==> src/rtl/cpe_pkg.sv <==
// Shared constants, state encoding and helpers for the CPE (15,7) BCH serial link.
package cpe_pkg;

  localparam int unsigned NBIT  = 7;
  localparam int unsigned NCODE = 15;
  localparam int unsigned NPAR  = NCODE - NBIT;
  localparam int unsigned IDXW  = 4;

  // Low 8 coefficients of g(x) = x^8+x^7+x^6+x^4+1; the x^8 term is implicit.
  localparam logic [NPAR-1:0] GPOLY = 8'b1101_0001;

  typedef enum logic [1:0] {
    IDLE,
    DATA,
    PARITY
  } state_t;

  // Remainder register holds x^7 at bit 7, codeword holds x^7 at code[7]; reverse to map.
  function automatic logic [NPAR-1:0] rev_par(input logic [NPAR-1:0] r);
    logic [NPAR-1:0] o;
    o = '0;
    for (int unsigned k = 0; k < NPAR; k++) o[k] = r[NPAR-1-k];
    return o;
  endfunction

endpackage

==> src/rtl/cpe_lfsr_div.sv <==
// Bit-serial polynomial divider: remainder of the shifted-in stream times x^8 modulo g(x).
module cpe_lfsr_div
  import cpe_pkg::*;
#(
  parameter logic [NPAR-1:0] POLY = GPOLY
) (
  input  logic            clk,
  input  logic            rst,
  input  logic            clear,
  input  logic            enable,
  input  logic            in_bit,
  output logic [NPAR-1:0] rem
);

  logic fb;

  assign fb = in_bit ^ rem[NPAR-1];

  always_ff @(posedge clk) begin
    if (rst || clear) begin
      rem <= '0;
    end else if (enable) begin
      rem <= {rem[NPAR-2:0], 1'b0} ^ (fb ? POLY : '0);
    end
  end

endmodule

==> src/rtl/cpe_serial_tx.sv <==
// Serial CPE codeword transmitter: 7 data beats then 8 parity beats, valid/ready on both sides.
module cpe_serial_tx
  import cpe_pkg::*;
(
  input  logic             clk,
  input  logic             rst,
  input  logic             in_valid,
  output logic             in_ready,
  input  logic [NBIT-1:0]  in_data,
  input  logic [NCODE-1:0] in_inj,
  output logic             tx_valid,
  input  logic             tx_ready,
  output logic             tx_bit,
  output logic             tx_sop,
  output logic             tx_eop,
  output logic [NCODE-1:0] code_out,
  output logic             done
);

  state_t           state, state_nxt;
  logic [IDXW-1:0]  idx;
  logic [NBIT-1:0]  data_q;
  logic [NCODE-1:0] inj_q;
  logic [NPAR-1:0]  rem;
  logic [2:0]       ridx;
  logic             accept, last_beat;
  logic             lfsr_clr, lfsr_en, lfsr_in;

  cpe_lfsr_div #(.POLY(GPOLY)) u_div (
    .clk    (clk),
    .rst    (rst),
    .clear  (lfsr_clr),
    .enable (lfsr_en),
    .in_bit (lfsr_in),
    .rem    (rem)
  );

  assign accept    = tx_valid & tx_ready;
  assign last_beat = (idx == 4'(NCODE - 1));
  // Parity beat at idx 7..14 reads rem[14-idx]; idx[2:0] wraps 7,0..6 so 6-idx[2:0] gives 7..0.
  assign ridx      = 3'd6 - idx[2:0];

  always_comb begin
    state_nxt = state;
    in_ready  = 1'b0;
    tx_valid  = 1'b0;
    tx_bit    = 1'b0;
    lfsr_clr  = 1'b0;
    lfsr_en   = 1'b0;
    lfsr_in   = 1'b0;
    case (state)
      IDLE: begin
        in_ready = 1'b1;
        if (in_valid) begin
          state_nxt = DATA;
          lfsr_clr  = 1'b1;
        end
      end
      DATA: begin
        tx_valid = 1'b1;
        tx_bit   = data_q[idx[2:0]] ^ inj_q[idx];
        lfsr_in  = data_q[idx[2:0]];
        lfsr_en  = accept;
        if (accept && idx == 4'(NBIT - 1)) state_nxt = PARITY;
      end
      PARITY: begin
        tx_valid = 1'b1;
        tx_bit   = rem[ridx] ^ inj_q[idx];
        if (accept && last_beat) state_nxt = IDLE;
      end
      default: state_nxt = IDLE;
    endcase
  end

  assign tx_sop = tx_valid && (idx == '0);
  assign tx_eop = tx_valid && last_beat;

  always_ff @(posedge clk) begin
    if (rst) begin
      state    <= IDLE;
      idx      <= '0;
      data_q   <= '0;
      inj_q    <= '0;
      code_out <= '0;
      done     <= 1'b0;
    end else begin
      state <= state_nxt;
      done  <= 1'b0;
      if (state == IDLE && in_valid) begin
        data_q <= in_data;
        inj_q  <= in_inj;
        idx    <= '0;
      end else if (accept) begin
        idx <= last_beat ? '0 : idx + 4'd1;
      end
      if (state == PARITY && accept && last_beat) begin
        done     <= 1'b1;
        code_out <= {rev_par(rem), data_q};
      end
    end
  end

endmodule
==> config.mk <==
export PLATFORM = sky130hd
export DESIGN_NAME = cpe_serial_tx
export DESIGN_NICKNAME = d
export VERILOG_FILES = /design/src/rtl/cpe_pkg.sv /design/src/rtl/cpe_lfsr_div.sv /design/src/rtl/cpe_serial_tx.sv
export SDC_FILE = /design/constraint.sdc
export NUM_CORES = 1
export LEC_CHECK = 0
export ABC_CLOCK_PERIOD_IN_PS = 2700
export CAP_MARGIN = 10
export CORE_MARGIN = 3
export CORE_UTILIZATION = 35
export CTS_CLUSTER_SIZE = 12
export DETAILED_ROUTE_END_ITERATION = 12
export GPL_TIMING_DRIVEN = 0
export PLACE_DENSITY = 0.55
export SYNTH_ARGS = -nofsm -noshare
export SYNTH_HDL_FRONTEND = slang
export SYNTH_HIERARCHICAL = 1
export SYNTH_SLANG_ARGS = --single-unit
==> constraint.sdc <==
create_clock -name clk -period 2.7 [get_ports clk]
set_clock_uncertainty 0.15 [all_clocks]
set_input_delay 0.27 -clock clk [delete_from_list [all_inputs] [get_ports clk]]
set_output_delay 0.27 -clock clk [all_outputs]
set_load 0.01 [all_outputs]
### Word level (Yosys, flattened, before mapping)

Cells that the tools add are included.

| cells by class | value |
|---|---|
| mux-type cells | 20 |
| bitwise operators | 5 |
| reductions and logical operators | 13 |
| $lt $le $gt $ge | 3 |
| add/sub/neg operators | 2 |
| eq/ne operators | 7 |

Operators with widths:

| operator | number |
|---|---|
| $mux W1 | 10 |
| $lt A3 B4 Y1 const B | 2 |
| $mux W8 | 1 |
| $xor A8 B8 Y8 | 1 |
| $logic_and A1 B1 Y1 | 7 |
| $bmux W1 S3 | 2 |
| $mux W2 | 3 |
| $ne A2 B2 Y1 const B | 3 |
| $pmux W2 S3 | 1 |
| $lt A4 B5 Y1 const B | 1 |
| $add A4 B1 Y4 const B | 1 |
| $bmux W1 S4 | 1 |
| $eq A4 B3 Y1 const B | 1 |
| $eq A4 B4 Y1 const B | 1 |
| $logic_not A4 Y1 | 1 |
| $mux W4 | 1 |
| $reduce_or A2 Y1 | 2 |
| $reduce_and A3 Y1 | 1 |
| $sub A3 B3 Y3 const A | 1 |
| $xor A1 B1 Y1 | 3 |
| $eq A2 B1 Y1 const B | 1 |
| $eq A2 B2 Y1 const B | 1 |
| $logic_not A2 Y1 | 1 |
| $pmux W1 S2 | 1 |
| 2 further kinds | 2 |

| word-level totals | value |
|---|---|
| register bits after elaboration | 52 |
| word-level logic and storage cells | 57 |

### Logic depth before layout (Yosys ltp)

| logic depth | value |
|---|---|
| word-level depth | 7 |
| gate-level depth with buffers | 9 |

### Hierarchy

The synthesis kept the hierarchy.

Modules (own cells, without submodules):

| module | times used | cells each | area an instance (µm²) | sequential area each (µm²) |
|---|---|---|---|---|
| cpe_serial_tx | 1 | 231 | 2037.0 | 880.8 |
| cpe_lfsr_div | 1 | 36 | 339.1 | 160.2 |

### Least setup slack after synthesis

Ideal clock, no wire load.

| path | value |
|---|---|
| path type | register to output |
| start | register idx[1] |
| end | output port tx_bit |
| cell stages (with the launch flop) | 9 |
| slack | 298 ps |
| data arrival time | 1982 ps |
| path through | dfxtp_1 > buf_2 > inv_1 > ha_1 > mux4_2 > mux2i_1 > nand2_1 > a21oi_1 > and3b_1 |

| on the way | value |
|---|---|
| cells in the longest elaborated chain, start to end | 5 |

Ends and longest elaborated chain:

| element | line | text |
|---|---|---|
| start, declared | cpe_serial_tx.sv:21 | `logic [IDXW-1:0] idx;` |
| start signal, assigned | cpe_serial_tx.sv:94 | `idx <= last_beat ? '0 : idx + 4'd1;` |
| $sub A3 B3 Y3 | cpe_serial_tx.sv:41 | `assign ridx = 3'd6 - idx[2:0];` |
| $bmux W1 S3 | cpe_serial_tx.sv:68 | `tx_bit = rem[ridx] ^ inj_q[idx];` |
| $mux W1 (implied by the code) | cpe_serial_tx.sv:68 |  |
| $xor A1 B1 Y1 | cpe_serial_tx.sv:68 |  |
| $pmux W1 S2 (*) | cpe_serial_tx.sv:51 | `case (state)` |
| end, declared | cpe_serial_tx.sv:13 | `output logic tx_bit,` |

Every way passes the cells marked *; elsewhere a longest branch is shown, timed or not. The select of a mux whose other input is x is not followed.

### Final worst setup path

| path | value |
|---|---|
| start | register idx[0] |
| end | output port tx_bit |

The elaborated chain is that of the path after synthesis.

==> results <==
- The total number of nets in the final design is 360.
- In this run the tool buffered the top-level ports with 46 buffer cells.
- By count the netlist is led by dfxtp_1, nand2_1, nor2_1.
- The post-synth net total is 302.
- The netlist uses 37 different library cells.
- The clock latency on the worst-skew pair is 300 ps.
- The number of cells on the worst reg-to-reg path is 10.
- For this run, design rule violations remaining after detail routing come to 0.
- The number of cells on the critical path is 9.
- The number of failing hold endpoints at the final stage was 0.
- The capture instance of the worst register-to-register path is code_out[13].
- A synthesized cell averages 8.90 um2.
- The clock tree from TritonCTS is done.
- The number of clock buffers added by TritonCTS is 5.
- The fraction of power spent switching nets is 0.329.
- The minimum period implied by the final worst setup slack is 2750 ps.
- The run finished, with violations left.
- The overall overflow remaining after global route is 0.
- The startpoint identified for the worst register-to-register timing path is idx[0].
- The initial detailed-routing violation count is 86.
- The clock net in this run drives a total of 52 sinks.
- The share of total power dissipated in combinational logic is 0.328.
- Max-cap violations in this run came to 0.
- The worst hold slack is 306 ps.
- The cell area after layout is 3100 um2.
- The average routed wire per standard cell is 13.5 um.
- For this run, the leading register cell type out of synthesis is dfxtp_1.
- Across every metal layer, demand over resource in global routing totals 0.152.
- Setup slack on the critical path of the routed design comes to -47.5 ps.
- The count of mapped cells out of synthesis is 267.
- The internal power summed over all cells is 1.35 mW.
- The data required time at the worst endpoint is 2280 ps.
- The critical path contains buffers and inverters numbering 3 combined.
- The number of antenna cells inserted is 0.
- The total area inside the core boundary comes to 6460 um2.
- The via count of the routed design is 1986.
- The worst hold path terminates at inj_q[13].
- Setup repair after global routing could not meet its margin everywhere.
- At the pin with the least slew margin, the transition time is 502 ps.
- The hold path depth is 2.
- After synthesis, the cell types taking the most area are dfxtp_1, mux2i_1, nand2_1, nor2_1, a21oi_1.
- The number of H-tree levels is 2.
- The first-pass GRT wire length is 9200 um.
- The placed standard-cell area is 2930 um2.
- For this configuration, the core starts out at a cell density of 0.368.
- The number of nets with antenna violations after routing is 0.
- Entering global routing, the biggest net connects 16 pins.
- The share of flip-flops with an asynchronous set or reset after synthesis is 0.
- The part of the cycle the worst path needs is 1.02.
- Traced cell by cell, the critical path runs through buf_8 > clkinvlp_4 > ha_4 > mux4_2 > mux2i_1 > nand2_1 > a21oi_1 > and3b_1 > buf_2.
- The peak clock frequency supported by timing is 0.364 GHz.
- 47 I/O pins were placed.
- The floorplan step set the die height to 88.4 um.
- The horizontal die dimension is 88.4 um.
- The part of the total power dissipated in sequential elements is 0.440.
- Summed over all layers, the routed wires come to 5460 um.
- The detailed-router iteration count before antenna repair is 6.
- The switching power is 660 uW.
- The worst IR drop on VDD is 0.265 mV.
- The row count is 29.
- For the worst setup path, the data arrival time is 2330 ps.
- The checks that failed: setup timing.
- The total power per unit cell area is 647 nW/um2.
- The share of the core filled with cells in the final layout is 0.480.
- The slowest stage of the critical path belongs to the cell mux4_2.
- The setup TNS after final layout is -47.5 ps.
- The half-perimeter wire length after placement is 3850 um.
- The largest total area in the synthesized netlist belongs to dfxtp_1.
- For this design, the CTS-stage hold fixing added 0 buffers.
- The delay contributed by the slowest stage of the critical path is 480 ps.
- On the critical path the largest part of the delay comes from multiplexers.
- The area of the die is 7810 um2.
- Along the worst path, the maximum fanout reaches 2.
- CTS placed an instance of clkbuf_8 at the clock tree root.
- Of the total power, the clock network draws 0.232.
- In the final layout, the share of cells above drive strength 1 is 0.0920.
- The worst hold path belongs to the class reg -> reg.
- The worst register-to-register path has a setup slack of 380 ps.
- The standby leakage power is 1.25 nW.
- The critical hold path startpoint is inj_q[13].
- Yosys mapped a number of flops with a built-in enable equal to 0.
- Clock-pin slew was measured on the worst setup and hold paths at 90 ps.
- The number of pins with negative max-slew slack in the final report is 0.
- The layout has 678 filler cells.
- STA classifies the critical path startpoint as a flop.
- The total of warnings raised by yosys is 6.
- Setup violations remaining at the end of the flow were counted as 1.
- Headroom to the max-slew limit came out at 0.665.
- The synthesis-to-layout area growth is 30.5%.
- Overall power consumption after layout is estimated at 2.01 mW.
- dfxtp_1 is the most common cell in the netlist.
- The kind of end point of the critical path is an output pin.
- The longest clock path from root to sink contains 2 buffers.
- The register bit total from synthesis is 52.
- The routed via count divided by cell count is 4.93.
- The initial antenna violation count came to 0.
- The via count of the first global-routing pass came to 1895.
- The share of the Yosys chip area taken by registers is 0.438.
- The category of the critical setup timing path is reg -> out.
- Routability-driven placement finished with a final weighted congestion of 0.765.
- The post-synthesis instance area is 2380 um2.
- The top-area cell type share of the netlist area is 0.438.
[power by group through the flow]
stage / Clock (mW) / Combinational [mW] / Sequential [mW]
floorplan: 0 / 0.415 / 0.888
global placement: 0 / 0.625 / 0.902
detailed placement: 0 / 0.630 / 0.904
CTS: 0.482 / 0.666 / 0.883
global route: 0.515 / 0.734 / 0.894
finish: 0.466 / 0.658 / 0.883
[final cells by class]
cell class              instances  area [um2]  area share
plain buffers                  14        82.6      0.0266
well taps                      77        96.3      0.0311
multi-input cells             194        1250       0.404
inverters                       6        26.3     0.00847
flip-flops and latches         52        1050       0.338
repair buffers                 52         500       0.161
clock inverters                 1        7.51     0.00242
clock buffers                   7        86.3      0.0278
[stage by stage]
stage | instances | worst slack (ps)
floorplan | 267 | 298
global placement | 390 | -414
detailed placement | 390 | -425
CTS | 404 | -59.7
global route | 403 | -184
finish | 403 | -47.5
[per-layer routing]
| metal | global-route usage | wire length [um] | vias up |
|---|---|---|---|
| li1 | - | - | 1027 |
| met4 | 0.0398 | 71 | 0 |
| met5 | 0 | 0 | - |
| met3 | 0.0345 | 290 | 9 |
| met1 | 0.223 | 2760 | 897 |
| met2 | 0.224 | 2340 | 53 |
[placed cells by master, fill, tap and decap left out, types with 2 or more instances in the layout]
master and instances:
nand2_1 50, dfxtp_1 50, clkdlybuf4s50_1 45, nor2_1 34, mux2i_1 25, a21oi_1 25
clkbuf_1 9, nand3_1 8, ha_1 8, buf_4 7, clkbuf_8 6, xnor2_1 5
inv_1 4, o211ai_1 4, buf_2 3, and3_1 3, mux4_2 3, nand4_1 3
o21ai_0 3, buf_8 2, nand3b_1 2, nor2b_1 2, a22oi_1 2, clkinvlp_4 2
and3b_1 2, mux4_1 2, dfxtp_4 2
[registers in the layout (all words and copies together), names as in the netlist]
signal     cells
idx            4
u_div/rem      8
done           1
state          2
code_out      15
data_q         7
inj_q         15
[kinds of logic (layout without fill, tap and decap cells)]
family,after synthesis,after routing,share of synthesized area
flip-flops,52,52,0.438
XOR/XNOR,6,6,0.0221
adder cells (fa/ha/maj),9,9,0.0474
buffers and inverters,21,80,0.0400
AND/OR/NAND/NOR,110,110,0.201
multiplexers,31,31,0.161
AO/OA/AOI/OAI,38,38,0.0911
[how the worst max path moves through the flow]
stage	start	end
4_1_cts	idx[0]	tx_bit
3_3_place_gp	idx[0]	tx_bit
6_report	idx[0]	tx_bit
2_1_floorplan	idx[1]	tx_bit
5_1_grt	idx[0]	tx_bit
3_5_place_dp	idx[1]	tx_bit
[worst reg2reg max path, cell delays in order (launching register included)]
cell and delay, ps:
dfxtp_4 380, buf_8 100, clkinvlp_4 100, buf_4 160
ha_1 240, nand3_1 140, nor2_1 60, nand2_1 330
buf_4 300, mux2i_1 210, nor2_1 50
[what timing repair did]
action                                  4_1_cts  5_1_grt
pin swaps                                     2        0
buffers inserted                              6        0
gates resized for setup                      14        0
endpoints found under the setup margin        1        2
No activity file was read; power rests on OpenSTA's default activity.
